### src/rtl/uart_tx_fifo.sv
// uart_tx_fifo: 8N1 UART transmitter fed by a byte FIFO.
// A write into an idle, empty block makes tx fall one edge later.
module uart_tx_fifo #(
    parameter int CLKS_PER_BIT = 10416,
    parameter int FIFO_DEPTH   = 16,
    parameter int ADDR_W       = 4
) (
    input  logic       clk,
    input  logic       rst,
    input  logic [7:0] data_in,
    input  logic       wr_en,
    output logic       full,
    output logic       empty,
    output logic       tx,
    output logic       busy,
    output logic       tx_done
);
    localparam int CW = $clog2(CLKS_PER_BIT);

    typedef enum logic [2:0] {IDLE = 3'd0, START = 3'd1, DATA = 3'd2, STOP = 3'd3} state_t;

    state_t            state, state_next;
    logic [7:0]        mem [FIFO_DEPTH];
    logic [ADDR_W-1:0] wr_ptr, rd_ptr;
    logic [ADDR_W:0]   count;
    logic [CW-1:0]     clk_count;
    logic [2:0]        bit_index, idx_next;
    logic [7:0]        shift_reg;
    logic              wr_ok, pop, bit_done, tx_d;

    assign full     = count == (ADDR_W+1)'(FIFO_DEPTH);
    assign empty    = count == '0;
    assign wr_ok    = wr_en && !full;
    assign pop      = state == IDLE && !empty;
    assign bit_done = clk_count == CW'(CLKS_PER_BIT - 1);

    always_ff @(posedge clk)
        state <= rst ? IDLE : state_next;

    always_comb begin
        state_next = IDLE;
        case (state)
            IDLE:    state_next = empty ? IDLE : START;
            START:   state_next = bit_done ? DATA : START;
            DATA:    state_next = (bit_done && bit_index == 3'd7) ? STOP : DATA;
            STOP:    state_next = bit_done ? IDLE : STOP;
            default: state_next = IDLE;
        endcase
    end

    // tx is registered from next-state values so it switches on the same edge as state
    always_comb begin
        idx_next = state == DATA ? bit_index + {2'b0, bit_done} : 3'd0;
        busy     = state != IDLE;
        tx_done  = state == STOP && bit_done;
        tx_d     = state_next == START ? 1'b0 : state_next == DATA ? shift_reg[idx_next] : 1'b1;
    end

    always_ff @(posedge clk)
        if (wr_ok) mem[wr_ptr] <= data_in;

    always_ff @(posedge clk) begin
        if (rst) begin
            wr_ptr    <= '0;
            rd_ptr    <= '0;
            count     <= '0;
            clk_count <= '0;
            bit_index <= '0;
            shift_reg <= '0;
            tx        <= 1'b1;
        end else begin
            if (wr_ok) wr_ptr <= wr_ptr + ADDR_W'(1);
            if (pop) begin
                rd_ptr    <= rd_ptr + ADDR_W'(1);
                shift_reg <= mem[rd_ptr];
            end
            count     <= count + {ADDR_W'(0), wr_ok} - {ADDR_W'(0), pop};
            clk_count <= (state == IDLE || bit_done) ? '0 : clk_count + CW'(1);
            bit_index <= idx_next;
            tx        <= tx_d;
        end
    end
endmodule

### config.mk
export PLATFORM = sky130hd
export DESIGN_NAME = uart_tx_fifo
export DESIGN_NICKNAME = d
export VERILOG_FILES = /design/src/rtl/uart_tx_fifo.sv
export SDC_FILE = /design/constraint.sdc
export NUM_CORES = 1
export LEC_CHECK = 0
export ABC_AREA = 1
export CAP_MARGIN = 20
export CORE_ASPECT_RATIO = 0.9
export CORE_UTILIZATION = 62
export CTS_CLUSTER_DIAMETER = 30
export DETAILED_ROUTE_END_ITERATION = 10
export GPL_TIMING_DRIVEN = 0
export MAX_ROUTING_LAYER = met4
export PLACE_DENSITY = 0.8
export SLEW_MARGIN = 20
export SYNTH_ARGS = -nofsm -noshare
export SYNTH_HDL_FRONTEND = slang
export SYNTH_SLANG_ARGS = --single-unit
### constraint.sdc
create_clock -name clk -period 2.71 [get_ports clk]
set_input_delay 0.4065 -clock clk [delete_from_list [all_inputs] [get_ports clk]]
set_output_delay 0.4065 -clock clk [all_outputs]
set_load 0.02 [all_outputs]
==> results of run 1 <==
-- power breakdown --
part           switching [W]  internal (W)  leakage, nW
registers          0.0000890       0.00296         1.49
logic                0.00145      0.000772         1.24
clock network       0.000931       0.00115        0.238
-- synth_stat cells --
master    number
ha_1          14
buf_6          7
nor3_4         1
or2_0          1
clkinv_1       2
nor2_1       150
dfxtp_1       41
nand2_1       58
nand3_2        2
clkbuf_2       1
nor2_2         3
nand2_2        2
fa_1           1
o21ai_0       49
o21ai_2        3
o31ai_1        1
a21oi_1       24
edfxtp_1     128
buf_2          9
o21ai_1       21
xnor2_1        2
nand3_1       41
o21a_1         4
inv_1         58
o21bai_1       1
nand4_1        5
nor4_1         1
inv_2          3
nor3_1         5
clkbuf_1       9
o211ai_1      32
buf_4          4
xor2_1         2
-- cell families after synthesis --
logic type               Yosys count  share of synthesized area (%)
adder cells (fa/ha/maj)           15                           2.70
AO/OA/AOI/OAI                    135                           10.8
AND/OR/NAND/NOR                  269                           15.5
buffers and inverters             93                           5.94
flip-flops                       169                           64.5
XOR/XNOR                           4                          0.485
-- per-stage QoR --
step / area [um^2] / setup WS, ps / TNS [ps]
3_5_place_dp: 7560 / -146 / -146
5_1_grt: 8100 / -32.6 / -32.6
4_1_cts: 8080 / 32.4 / 0
2_1_floorplan: 7230 / 245 / 0
3_3_place_gp: 7560 / -35.7 / -35.7
6_report: 8100 / 105 / 0
-- area by class of cell --
type / count / area, um^2 / share of cell area (%)
timing repair buffer: 15 / 150 / 1.85
buffer: 30 / 193 / 2.38
sequential: 169 / 4660 / 57.6
clock inverter: 11 / 57.6 / 0.711
tap: 156 / 195 / 2.41
clock buffer: 21 / 440 / 5.44
inverter: 63 / 236 / 2.92
multi-input combinational: 423 / 2160 / 26.7
-- worst min-delay path by stage --
stage                            startpoint                         to  slack (ps)  cells past startpoint
floorplan           clk_count[0]$_SDFF_PP0_    clk_count[0]$_SDFF_PP0_         440                      1
global placement    clk_count[0]$_SDFF_PP0_    clk_count[0]$_SDFF_PP0_         450                      1
detailed placement  clk_count[0]$_SDFF_PP0_    clk_count[0]$_SDFF_PP0_         460                      1
CTS                                     rst  shift_reg[7]$_SDFFE_PP0P_         420                      4
global route                            rst  shift_reg[2]$_SDFFE_PP0P_         450                      4
finish                                  rst  shift_reg[4]$_SDFFE_PP0P_         430                      4
-- worst register-to-register path, stage by stage, from the launching register on --
cell,delay (ps)
dfxtp_1,320
inv_1,90
ha_2,190
nand4_1,170
nand2_4,120
inv_2,70
buf_4,180
ha_1,280
inv_1,60
ha_1,160
inv_1,60
fa_2,380
o31ai_4,240
o21ai_0,100
a21oi_1,110
-- per-layer routing --
metal  vias to the layer above  track usage [%]  part of all wire, %
li1                       2430                -                    -
met1                      2424             42.7                   43
met2                       209             44.3                   47
met3                        22             6.64                  8.3
met4                         0             10.8                  1.8
met5                         -                -                    0
-- layout by cell type (no fill, tap or decap), types with 2 or more instances in the layout --
| cell type | n |
|---|---|
| nand2_1 | 58 |
| nor2_2 | 3 |
| buf_6 | 7 |
| edfxtp_1 | 128 |
| o21ai_1 | 21 |
| ha_1 | 13 |
| o21ai_2 | 3 |
| dfxtp_1 | 41 |
| inv_2 | 4 |
| nand3_1 | 41 |
| nor2_1 | 150 |
| o21a_1 | 4 |
| xnor2_1 | 2 |
| clkbuf_1 | 13 |
| clkinvlp_4 | 2 |
| o21ai_0 | 49 |
| clkinv_1 | 7 |
| nand3_2 | 2 |
| nor3_1 | 5 |
| clkinv_2 | 3 |
| buf_4 | 5 |
| nand4_1 | 5 |
| o211ai_1 | 32 |
| clkdlybuf4s50_1 | 13 |
| xor2_1 | 2 |
| inv_1 | 57 |
| a21oi_1 | 24 |
| buf_2 | 9 |
| clkbuf_16 | 17 |
-- repair_timing --
action | in CTS | in global routing
setup endpoints to repair | 1 | 2
gates resized for setup | 3 | 4
buffers inserted | 1 | 0
pin swaps | 1 | 2
hold buffers | 0 | 0
==> reports/qor.csv, run 1 <==
metric;value;unit
Max-cap violations;0;
initial core utilization;63.5;%
Final period util;96.1;%
Vias/cell;5.73;
Leak;2.97;nW
power per standard cell area;908;nW/um^2
Nets;745;
I/O pins;16;
max incr delay on CP;380;ps
Final Skew;10.7;ps
core box area;11400;um^2
Clock Pin Slew Worst Setup and Hold Paths;60;ps
1st-iter DRT viols;783;
Worst slew margin;45.3;%
DP HPWL;11200;um
Yosys cell types;33;
Setup CP Type;register to register;
worst reg2reg path endpoint;count[4]$_SDFF_PP0_;
die area;12100;um^2
placed insts;855;
Final Total Pwr;0.00735;W
Worst path top cell family by delay;adder cells;
Worst Max-Slew Pin Slew;818;ps
WL/cell;18.4;um
drt pass-1 iters;5;
RSZ-0062 raised after global routing;true;
worst setup path start;count[3]$_SDFF_PP0_;
vias in the first global route;4836;
Synth Cell Area;7230;um^2
crit-path max FO;10;
first-pass GRT wire length;25800;um
Residual DRC;0;
reg2reg start;count[3]$_SDFF_PP0_;
Ant. Diodes;0;
initial antenna violation count;0;
Final Hold Fails;0;
number of port buffers;14;
GPL Wtd Cong;0.939;
Max Freq;384;MHz
H-tree level count;4;
Sink Count;169;
DRT antenna net count;0;
flops & latches, synth;169;
dominant cell type by area after synthesis;edfxtp_1;
FF-to-FF setup slack;110;ps
worst hold path class;input pin to register;
final slew viol count;0;
Yosys Warn Count;0;
Critical Path RT;3080;ps
crit path DAT;2970;ps
Peak VDD IR;0.671;mV
# rows;37;
dominant cells by area after synthesis;edfxtp_1 (53%), dfxtp_1 (11%), nor2_1 (7.8%);
critical path launch point type;register;
Syn Inst Count;685;
Post-Layout Cell Count;888;
min cycle time layout;2600;ps
Vias;5085;
worst reg2reg path depth;14;
max reg flops;128;
total track usage;30.5;%
largest net degree at the start of global routing;17;
CTS Root Cell;clkbuf_16;
worst path cell trace;inv_1 -> ha_2 -> nand4_1 -> nand2_4 -> inv_2 -> buf_4 -> ha_1 -> inv_1 -> ha_1 -> inv_1 -> fa_2 -> o31ai_4 -> o21ai_0 -> a21oi_1;
share of cells above drive strength 1;8.61;%
cts bufs inserted;17;
Chip Width;116;um
final setup fails;0;
mean post-synth cell area;10.6;um^2
fillers;851;
height of the die;104;um
CP bufs+invs;5;
Clock Latency Late Sink;430;ps
final wirelength;16300;um
CP Depth;14;
syn nets;711;
status;completed;
crit-path most repeated cell;inv_1;
P&R area growth vs syn;12.0;%
top-area cell type share of the netlist area;53.2;%
TritonCTS clock tree;done;
final cell utilization of the core;71.1;%
GRT overflow;0;
sequential-to-total area share from yosys stat;64.5;%
Clock Tree Buf Depth;2;
final hold slack;430;ps
worst setup path endpoint;count[4]$_SDFF_PP0_;
Crit-path slowest cell;fa_2;
CP endpoint kind;register;
(Power assumes the default switching activity.)
==> run 2, diff against run 1 <==
--- a/config.mk
+++ b/config.mk
@@ -12,6 +12,7 @@
 export CTS_CLUSTER_DIAMETER = 30
 export DETAILED_ROUTE_END_ITERATION = 10
 export GPL_TIMING_DRIVEN = 0
+export HOLD_SLACK_MARGIN = 0.15
 export MAX_ROUTING_LAYER = met4
 export PLACE_DENSITY = 0.8
 export SLEW_MARGIN = 20
==> results of run 2 <==
Same layout as run 1: the final DEF is identical, and so are final timing and power.
==> run 3, diff against run 2 <==
--- a/config.mk
+++ b/config.mk
@@ -6,15 +6,16 @@
 export NUM_CORES = 1
 export LEC_CHECK = 0
 export ABC_AREA = 1
+export ABC_CLOCK_PERIOD_IN_PS = 2710
 export CAP_MARGIN = 20
 export CORE_ASPECT_RATIO = 0.9
-export CORE_UTILIZATION = 62
+export CORE_UTILIZATION = 40
 export CTS_CLUSTER_DIAMETER = 30
 export DETAILED_ROUTE_END_ITERATION = 10
 export GPL_TIMING_DRIVEN = 0
 export HOLD_SLACK_MARGIN = 0.15
 export MAX_ROUTING_LAYER = met4
-export PLACE_DENSITY = 0.8
+export PLACE_DENSITY = 0.55
 export SLEW_MARGIN = 20
 export SYNTH_ARGS = -nofsm -noshare
 export SYNTH_HDL_FRONTEND = slang
==> run 3 against run 2 <==
First-iteration DRC count is 45% lower. Design area increased by 2.9%. Register-to-register slack better by 60 ps. Sequential power barely moved. Combinational power grew 3%. Largest power group unchanged. Highest routed layer unchanged.
==> reports/qor.csv, run 3 (synthesis results as in run 1) <==
metric;value;unit;change
min cycle time layout;2540;ps;-63.5 ps
height of the die;130;um;+24%
P&R area growth vs syn;15.2;%;
initial core utilization;40.9;%;-23 points
final cell utilization of the core;47.1;%;-24 points
final setup fails;0;;unchanged
Post-Layout Cell Count;974;;+9.7%
Max Freq;394;MHz;+2.5%
crit-path max FO;10;;unchanged
fillers;1619;;+90%
Crit-path slowest cell;fa_2;;
FF-to-FF setup slack;170;ps;+60 ps
Residual DRC;0;;unchanged
Ant. Diodes;0;;unchanged
vias in the first global route;4648;;-3.9%
largest net degree at the start of global routing;17;;unchanged
GRT overflow;0;;unchanged
Area after DPL;7670;um^2;+1.4%
Setup CP Type;register to register;;
# rows;46;;+24%
CP endpoint kind;register;;
final slew viol count;0;;unchanged
most common cell after layout, fill and taps aside;nor2_1;;
core box area;17700;um^2;+55%
Final Total Pwr;0.00783;W;+6.5%
1st-iter DRT viols;434;;-45%
GPL Wtd Cong;0.886;;-5.7%
DRT antenna net count;0;;unchanged
number of port buffers;14;;unchanged
initial antenna violation count;0;;unchanged
most frequent cells in the layout;nor2_1 (150), edfxtp_1 (128), nand2_1 (58), inv_1 (57), o21ai_0 (48);;
status;completed;;
max reg flops;128;;unchanged
DP HPWL;11700;um;+3.8%
drt pass-1 iters;5;;unchanged
Final period util;93.8;%;-2.3 points
TritonCTS clock tree;done;;
Clock Tree Buf Depth;2;;unchanged
Final Cell Area;8330;um^2;+2.9%
Final Skew;9.97;ps;-0.686 ps
power per standard cell area;939;nW/um^2;+3.5%
cts bufs inserted;17;;unchanged
crit path DAT;2850;ps;-120 ps
crit-path most repeated cell;inv_1;;
Worst Max-Slew Pin Slew;834;ps;+16.3 ps
WL/cell;17.5;um;-5.0%
max incr delay on CP;380;ps;about the same
Worst slew margin;44.2;%;-1.1 points
Nets;747;;+0.27%
H-tree level count;4;;unchanged
RSZ-0062 raised after global routing;false;;
Final Hold Fails;0;;unchanged
Clock Latency Late Sink;430;ps;about the same
placed insts;939;;+9.8%
I/O pins;16;;unchanged
Max-cap violations;0;;unchanged
die area;18600;um^2;+54%
Peak VDD IR;0.480;mV;-28%
Sink Count;169;;unchanged
Leak;3.02;nW;+1.8%
worst path cell trace;inv_1 -> ha_2 -> nand4_1 -> nand2_4 -> inv_2 -> buf_6 -> ha_1 -> inv_1 -> ha_2 -> inv_1 -> fa_2 -> buf_4 -> o21ai_0 -> a21oi_1;;
Vias/cell;5.08;;-11%
critical path launch point type;register;;
worst hold path class;input pin to register;;
Vias;4950;;-2.7%
final wirelength;17000;um;+4.1%
Chip Width;144;um;+24%
CTS Root Cell;clkbuf_16;;
Clock Pin Slew Worst Setup and Hold Paths;70;ps;about the same
first-pass GRT wire length;26800;um;+4.0%
share of cells above drive strength 1;9.95;%;+1.3 points
total track usage;20.6;%;-9.9 points
Critical Path RT;3020;ps;-60 ps
==> run 3: cell types whose count changed in the layout (fill, tap and decap cells not counted), moves of 2 or more <==
cell	delta
bufinv_16	+3
clkinv_2	-3
clkinv_4	+3
clkbuf_1	-2
clkinv_1	-5
==> run 3: timing repair <==
item | CTS | global route
gates resized for setup | 3 | 7
setup buffers | 1 | 2
hold buffers | 0 | 0
pin swaps | 2 | 3
setup endpoints to repair | 1 | 2
cloned | 0 | 0
==> run 3: path summary, 6_finish.rpt <==
path                           startpoint                   endpoint  depth (start not counted)
setup / recovery      count[3]$_SDFF_PP0_        count[2]$_SDFF_PP0_                         14
hold / removal                        rst  shift_reg[4]$_SDFFE_PP0P_                          4
setup reg to reg      count[3]$_SDFF_PP0_        count[2]$_SDFF_PP0_                         14
hold reg to reg   clk_count[0]$_SDFF_PP0_    clk_count[0]$_SDFF_PP0_                          1
==> run 3: through the flow <==
| step | setup slack [ps] | TNS (ps) | hold slack (ps) |
|---|---|---|---|
| 6_report | 169 | 0 | 449 |
| 3_3_place_gp | -68.8 | -68.8 | 455 |
| 3_5_place_dp | -204 | -204 | 471 |
| 2_1_floorplan | 245 | 0 | 441 |
| 5_1_grt | 1.15 | 0 | 466 |
| 4_1_cts | 15.9 | 0 | 435 |
==> run 3: area by class of cell <==
class | count | area, um^2 | share of cell area [%]
clock inverters | 13 | 173 | 2.07
clock buffers | 19 | 433 | 5.20
flip-flops and latches | 169 | 4660 | 56.0
well taps | 240 | 300 | 3.61
multi-input cells | 423 | 2160 | 25.9
inverters | 63 | 236 | 2.84
plain buffers | 30 | 196 | 2.36
repair buffers | 17 | 165 | 1.98
==> run 3: power by group <==
part,total (W),switching [W],internal (W),leakage [nW]
clock network,0.00248,0.00102,0.00146,0.282
logic,0.00230,0.00149,0.000807,1.25
registers,0.00304,0.0000845,0.00295,1.49
total,0.00783,0.00260,0.00522,3.02
==> run 3: layer usage <==
metal,GRT usage [%],wire length [um],up-vias,part of all wire [%]
li1,-,-,2438,-
met1,27.6,7850,2363,46
met2,31.8,8080,126,48
met3,4.03,785,23,4.6
met4,6.01,283,0,1.7
met5,-,0,-,0
==> run 3: worst max-delay path, delay by kind of cell (launching register included) <==
kind / cells / cell delay, ps
adders and majority gates: 4 / 1000
buffers and inverters: 6 / 570
DFF: 1 / 320
and+or+nand+nor: 2 / 310
AOI/OAI and AO/OA: 2 / 220
